**src/rtl/bit_serializer_pkg.sv**
```systemverilog
// Shared constants for the bit serializer: state encoding and parameter defaults.
package bit_serializer_pkg;

  localparam int unsigned DEF_WIDTH = 8;
  localparam int unsigned DEF_GAP   = 2;

  // IDLE=0, SHIFT=1, PAR=2, GAP=3
  typedef enum logic [1:0] {
    ST_IDLE  = 2'd0,
    ST_SHIFT = 2'd1,
    ST_PAR   = 2'd2,
    ST_GAP   = 2'd3
  } state_t;

endpackage

```
**src/rtl/bit_serializer.sv**
```systemverilog
// Parallel-to-serial frame transmitter: MSB-first data, optional even-parity
// bit, then GAP idle cycles before the next LOAD can be accepted.
// Ports:
//   CLK     rising-edge clock
//   RESET   asynchronous active-low reset
//   LOAD    start request, sampled only in IDLE
//   DIN     parallel word, captured with LOAD
//   PAR_EN  append parity bit, captured with LOAD
//   X       serial data (registered)
//   VALID   X carries a frame bit (registered)
//   BUSY    frame in progress (registered)
//   DONE    one-cycle pulse after the last frame bit (registered)
module bit_serializer
  import bit_serializer_pkg::*;
#(
  parameter int unsigned WIDTH = DEF_WIDTH,
  parameter int unsigned GAP   = DEF_GAP
) (
  input  logic             CLK,
  input  logic             RESET,
  input  logic             LOAD,
  input  logic [WIDTH-1:0] DIN,
  input  logic             PAR_EN,
  output logic             X,
  output logic             VALID,
  output logic             BUSY,
  output logic             DONE
);

  localparam int unsigned CW = $clog2(WIDTH + 1);
  localparam int unsigned GW = (GAP < 1) ? 1 : $clog2(GAP + 1);

  state_t           state_q, state_d;
  logic [CW-1:0]    cnt_q, cnt_d;
  logic [GW-1:0]    gap_q, gap_d;
  logic [WIDTH-1:0] shreg_q, shreg_d;
  logic             par_bit_q, par_bit_d;
  logic             par_en_q, par_en_d;
  logic             x_d, valid_d, busy_d, done_d;
  logic             end_frame;

  // State, datapath and output registers
  always_ff @(posedge CLK or negedge RESET) begin
    if (!RESET) begin
      state_q   <= ST_IDLE;
      cnt_q     <= '0;
      gap_q     <= '0;
      shreg_q   <= '0;
      par_bit_q <= 1'b0;
      par_en_q  <= 1'b0;
      X         <= 1'b0;
      VALID     <= 1'b0;
      BUSY      <= 1'b0;
      DONE      <= 1'b0;
    end else begin
      state_q   <= state_d;
      cnt_q     <= cnt_d;
      gap_q     <= gap_d;
      shreg_q   <= shreg_d;
      par_bit_q <= par_bit_d;
      par_en_q  <= par_en_d;
      X         <= x_d;
      VALID     <= valid_d;
      BUSY      <= busy_d;
      DONE      <= done_d;
    end
  end

  // Next-state and next-output logic; outputs computed one cycle ahead so
  // they leave the register bank aligned with the state they describe.
  always_comb begin
    state_d   = state_q;
    cnt_d     = cnt_q;
    gap_d     = gap_q;
    shreg_d   = shreg_q;
    par_bit_d = par_bit_q;
    par_en_d  = par_en_q;
    x_d       = 1'b0;
    valid_d   = 1'b0;
    busy_d    = 1'b0;
    done_d    = 1'b0;
    end_frame = 1'b0;

    unique case (state_q)
      ST_IDLE: begin
        cnt_d = '0;
        gap_d = '0;
        if (LOAD) begin
          // MSB goes out immediately; the rest waits in the shift register
          state_d   = ST_SHIFT;
          x_d       = DIN[WIDTH-1];
          shreg_d   = {DIN[WIDTH-2:0], 1'b0};
          par_bit_d = ^DIN;
          par_en_d  = PAR_EN;
          cnt_d     = CW'(1);
          valid_d   = 1'b1;
          busy_d    = 1'b1;
        end
      end
      ST_SHIFT: begin
        // cnt_q counts bits already on X; WIDTH means the last one is showing
        if (cnt_q < CW'(WIDTH)) begin
          x_d     = shreg_q[WIDTH-1];
          shreg_d = {shreg_q[WIDTH-2:0], 1'b0};
          cnt_d   = cnt_q + CW'(1);
          valid_d = 1'b1;
          busy_d  = 1'b1;
        end else if (par_en_q) begin
          state_d = ST_PAR;
          x_d     = par_bit_q;
          valid_d = 1'b1;
          busy_d  = 1'b1;
        end else begin
          end_frame = 1'b1;
        end
      end
      ST_PAR: begin
        end_frame = 1'b1;
      end
      ST_GAP: begin
        // gap_q numbers the idle cycle currently in progress, from 1
        if (gap_q < GW'(GAP)) begin
          gap_d  = gap_q + GW'(1);
          busy_d = 1'b1;
        end else begin
          state_d = ST_IDLE;
        end
      end
      default: state_d = ST_IDLE;
    endcase

    // Frame tail: DONE marks the cycle right after the last frame bit
    if (end_frame) begin
      done_d = 1'b1;
      cnt_d  = '0;
      if (GAP > 0) begin
        state_d = ST_GAP;
        gap_d   = GW'(1);
        busy_d  = 1'b1;
      end else begin
        state_d = ST_IDLE;
      end
    end
  end

endmodule
```
**config.mk**
```make
export PLATFORM = sky130hd
export DESIGN_NAME = bit_serializer
export DESIGN_NICKNAME = d
export VERILOG_FILES = /design/src/rtl/bit_serializer_pkg.sv /design/src/rtl/bit_serializer.sv
export SDC_FILE = /design/constraint.sdc
export NUM_CORES = 1
export LEC_CHECK = 0
export CORE_MARGIN = 2
export CORE_UTILIZATION = 50
export CTS_CLUSTER_DIAMETER = 150
export CTS_CLUSTER_SIZE = 20
export DETAILED_ROUTE_END_ITERATION = 8
export HOLD_SLACK_MARGIN = 0.03
export PLACE_DENSITY = 0.71
export SYNTH_ARGS = -nofsm -noshare
export SYNTH_HDL_FRONTEND = slang
export SYNTH_SLANG_ARGS = --single-unit
```
**constraint.sdc**
```tcl
create_clock -name CLK -period 2.2 [get_ports CLK]
set_clock_uncertainty 0.2 [all_clocks]
set_input_delay 0.33 -clock CLK [delete_from_list [all_inputs] [get_ports CLK]]
set_output_delay 0.33 -clock CLK [all_outputs]
set_load 0.005 [all_outputs]
```
======== After elaboration in Yosys (flattened, before gate mapping) ========
Index checks and enable logic that the tools add are counted.
Widths: inputs -> output; s select.
operators by class
  equal/unequal tests ..................... 11
  reduce and logical (&&, ||, !) cells .... 11
  muxes and demuxes ....................... 31
  add/sub/neg operators ................... 2
  magnitude comparators ................... 2
operators by type and width
  cell                 count
  $ne 3x3->1 const B   6
  $mux 8               2
  $pmux 8 s2           1
  $mux 2               7
  $mux 1               12
  $mux 4               2
  $pmux 4 s2           1
  $reduce_xor 8->1     1
  $pmux 1 s2           3
  $pmux 2 s3           1
  $reduce_and 2->1     3
  $reduce_bool 3->1    2
  $reduce_and 5->1     1
  $add 4x1->4 const B  1
  $eq 2x2->1 const B   2
  $lt 4x4->1 const B   1
  $ne 2x2->1 const B   2
  $pmux 2 s2           1
  $reduce_bool 4->1    1
  $pmux 1 s3           1
  $reduce_and 3->1     1
  $add 2x1->2 const B  1
  $eq 2x1->1 const B   1
  $logic_not 2->1      1
  2 further kinds      2
word-level totals
  output and inout port bits .............. 4
  register bits after elaboration ......... 22

======== Logic depth before layout (Yosys ltp) ========
Gate-level depths: netlist (run 1).
  word-level depth ........................ 5
  mapped depth ............................ 7
  depth with buffers taken out ............ 6

======== Least setup slack after synthesis (run 1) ========
OpenSTA, ideal clock, no wires.
  kind .................................... register to register
  start ................................... reg state_q[1]
  end ..................................... reg state_q[1]
  library setup time ...................... 0.079 ns
  arrival time ............................ 1.331 ns
  buffers on the path ..................... 1
  setup slack ............................. 0.589 ns
  cell stages (with the launch flop) ...... 6
  cell sequence ........................... dfrtp_1 -> inv_1 -> ha_1 -> buf_2 -> a221oi_2 -> mux2i_1
between the ends
  longest elaborated chain between the ends .. 4
  elaborated cells on any way between the ends .. 13
  those cells by class .................... eq/ne: 7; mux: 3; reduce/logical: 3
ends and longest elaborated chain
  item                                                              RTL line              RTL
  start, declared                                                   bit_serializer.sv:33  state_t state_q, state_d;
  start signal, assigned                                            bit_serializer.sv:56  state_q <= state_d;
  $eq 2x2->1 or $eq 2x1->1 (tied branches)                          bit_serializer.sv:84  unique case (state_q)
  $pmux 1 s2                                                        bit_serializer.sv:84
  $ne 3x3->1 (no source line) or $reduce_bool 4->1 (tied branches)  -
  $reduce_and 5->1 (no source line)                                 -
Parallel ways exist; a longest one is shown, timed or not.
A chain may end at the register's enable or synchronous reset.

======== Worst setup path after layout (run 1) ========
Same ends and word-level chain as after synthesis.

==> flow_summary.yaml, run 1 <==
outcome:
  status: "completed"
worst_setup_path:
  crit_fanout: 10
  max_stage_delay_ns: 0.44
  cp_top_family: "flip-flops"
  critical_path_arrival_ns: 1.90
  reg2regPathDepth: 5
  slowest_stage: "dfrtp_1"
  rr_endpoint: "state_q[1]"
  crit_buf_inv: 1
  crit_path_end_kind: "flip-flop"
  worstPathRequired_ns: 2.22
  path_cells: "inv_1 > ha_1 > nor2_1 > a221oi_2 > mux2i_1"
  r2r-start: "state_q[1]"
  setup.worst_path.start_class: "flip-flop"
  path_class: "flip-flop to flip-flop"
  ff2ff_setup_slack_ns: 0.32
yosys:
  synth.avg_cell_area_um2: 10.0
  yosysTopAreaCellShare_pct: 47.1
  yosys_warnings: 0
  synth.ff_latch_count: 21
  synth.distinct_cells: 28
  synth_cells: 111
  synthesis.nets: 128
  yosys.area.top_type: "dfrtp_1"
  synth_seq_area_share_pct: 47.1
  synth_area_leaders: "dfrtp_1, mux2i_1, xnor2_1"
  syn_area_um2: 1110
grt:
  antenna_found_initial: 0
  grt-ovfl-total: 0
  globalRouteMet2Util_pct: 36.8
  use_met1_pct: 25.1
  grt_pass1_vias: 892
  grt_pass1_wl_um: 3980
  use_met3_pct: 3.51
  grt_busiest_layer: "met2"
  grt_max_degree: 22
  track_usage_pct: 20.4
floorplanning:
  dieArea_um2: 2620
  fp.coreArea_um2: 2170
  start_util_pct: 51.4
  die-width_um: 51.2
  die_h_um: 51.2
  num_rows: 17
  io-pin-count: 16
timing:
  max_slew.worst_pin.slew_ns: 0.357
  fmax_mhz: 532
  period_minus_slack_ns: 1.88
  finalCritPeriodShare_pct: 85.4
  finalMaxSlewViolations: 0
  hold_viol_final: 0
  relSlewSlack_pct: 76.2
  setup_viol: 0
  rsz0062_at_grt: "no"
  tns_ns: 0
cells_and_area:
  antenna_cells: 0
  drive_gt1_share_pct: 7.69
  area_growth_pct: 19.5
  fin_cells: 158
  post-route-cell-area_um2: 1330
  nets: 148
  fin_util_pct: 61.4
placement:
  hpwlAfterDp_um: 1630
  placed_area_um2: 1300
  io_buffers: 15
  post-place-cells: 153
  gp_congestion: 0.737
power:
  cellLeakagePower_nw: 0.569
  powerDensity_nw_per_um2: 1280
  irDropWorstVdd_uv: 709
route:
  via_per_inst: 5.29
  routed_wirelength_um: 2140
  wl_per_cell_um: 13.6
  drc_errors: 0
  route.vias.total: 836
  drt_pass1_iterations: 4
  drt_iter0_drc: 7
  ant_nets: 0
cts:
  cts_root_buf: "clkbuf_4"
  clock_insertion_delay_worst_skew_ns: 0.30
  cts_max_path_buffers: 2
  numCtsBuffers: 3
  clk_pin_slew_ns: 0.13
  cts_sinks: 21
  htree_levels: 1
  holdBufCountCts: 0
  cts_tree: "built"
run:
  maxCapViolCount: 0
hold_path:
  hp-class: "input pin to asynchronous set/reset pin"
-- where the power goes --
group	switching, mW	internal (mW)
Sequential	0.114	0.557
Combinational	0.457	0.385
Clock	0.121	0.0678
-- per-layer routing --
layer,share of wire (%),vias up
li1,-,421
met2,51,9
met3,2.0,4
met4,1.0,0
met5,0,-
met1,46,402
-- metrics by stage --
| step | setup WS (ns) | power, mW | hold slack [ns] |
|---|---|---|---|
| 2_1_floorplan | 0.589 | 1.26 | -0.166 |
| 3_3_place_gp | 0.205 | 1.46 | 0.260 |
| 3_5_place_dp | 0.00446 | 1.51 | 0.279 |
| 4_1_cts | 0.00454 | 1.70 | 0.153 |
| 5_1_grt | 0.149 | 1.87 | 0.187 |
| 6_report | 0.320 | 1.70 | 0.146 |
-- logic make-up (layout without fill, tap and decap cells) --
| kind of cell | after synthesis | count (layout) | share of synthesized area (%) |
|---|---|---|---|
| AND/OR/NAND/NOR | 28 | 28 | 11.0 |
| flip-flops | 21 | 21 | 47.1 |
| AO/OA/AOI/OAI | 27 | 27 | 15.9 |
| adder cells (fa/ha/maj) | 5 | 5 | 5.61 |
| buffers and inverters | 11 | 30 | 4.27 |
| multiplexers | 9 | 9 | 8.19 |
| XOR/XNOR | 10 | 10 | 7.86 |
-- synthesized netlist by cell type --
cell type	count
dfrtp_1	21
nand2_1	14
o21ai_0	13
xnor2_1	9
inv_1	8
mux2i_1	8
nor2_1	7
ha_1	5
a21oi_1	4
buf_2	2
nand2b_1	2
nor2b_1	2
a21oi_4	1
a221oi_2	1
a22oi_1	1
a311o_1	1
a311oi_1	1
a31oi_1	1
a41oi_1	1
buf_4	1
mux2_2	1
nand3_1	1
nand3b_1	1
nand4_1	1
o211ai_1	1
o21ai_1	1
o21bai_1	1
xor2_1	1
-- flip-flops by register name, summed over array words and instances (netlist names) --
signal and cells:
X 1, DONE 1, VALID 1, state_q 2, par_bit_q 1, BUSY 1, par_en_q 1, gap_q 2
shreg_q 7, cnt_q 4
-- layout by cell type, fill, tap and decap left out, drive strengths merged, types with 2 or more instances in the layout --
master,Yosys,routed
mux2i,8,8
clkbuf,0,3
xnor2,9,9
o21ai,14,14
buf,3,3
ha,5,5
nor2,7,7
nand2,14,14
inv,8,8
dfrtp,21,21
a21oi,5,5
clkdlybuf4s50,0,15
nand2b,2,2
nor2b,2,2
-- area by class of cell --
type	instances	area (um^2)
tap	28	35.0
sequential	21	526
fill	205	837
timing repair buffer	18	173
clock buffer	3	22.5
clock inverter	1	5.00
inverter	8	30.0
multi-input combinational	79	542
-- worst max path at each step --
stage | startpoint | depth (start not counted) | end | slack [ns]
floorplan | state_q[1] | 5 | state_q[1] | 0.59
global placement | state_q[1] | 4 | shreg_q[6] | 0.21
detailed placement | state_q[1] | 4 | shreg_q[7] | 0.004
CTS | state_q[1] | 4 | shreg_q[7] | 0.005
global route | state_q[1] | 6 | state_q[1] | 0.15
finish | state_q[1] | 5 | state_q[1] | 0.32
-- repair_timing --
action | CTS | global route
endpoints found under the setup margin | 1 | 7
pin swaps | 1 | 1
setup buffers | 0 | 1
endpoints found under the hold margin | 0 | 0
resized for setup | 0 | 0
-- worst register-to-register path, stage by stage, from the launching register on --
cell and delay [ns]:
dfrtp_1 0.44, inv_1 0.10, ha_1 0.36, nor2_1 0.16, a221oi_2 0.31, mux2i_1 0.24
(Power assumes the default switching activity.)
==> inputs of run 2 (changes only) <==
--- a/config.mk
+++ b/config.mk
@@ -7,6 +7,7 @@
 export LEC_CHECK = 0
 export CORE_MARGIN = 2
 export CORE_UTILIZATION = 50
+export CTS_BUF_LIST = sky130_fd_sc_hd__clkbuf_4 sky130_fd_sc_hd__clkbuf_8
 export CTS_CLUSTER_DIAMETER = 150
 export CTS_CLUSTER_SIZE = 20
 export DETAILED_ROUTE_END_ITERATION = 8
==> results of run 2 <==
The final DEF is identical to that of run 1; final timing and power are the same.
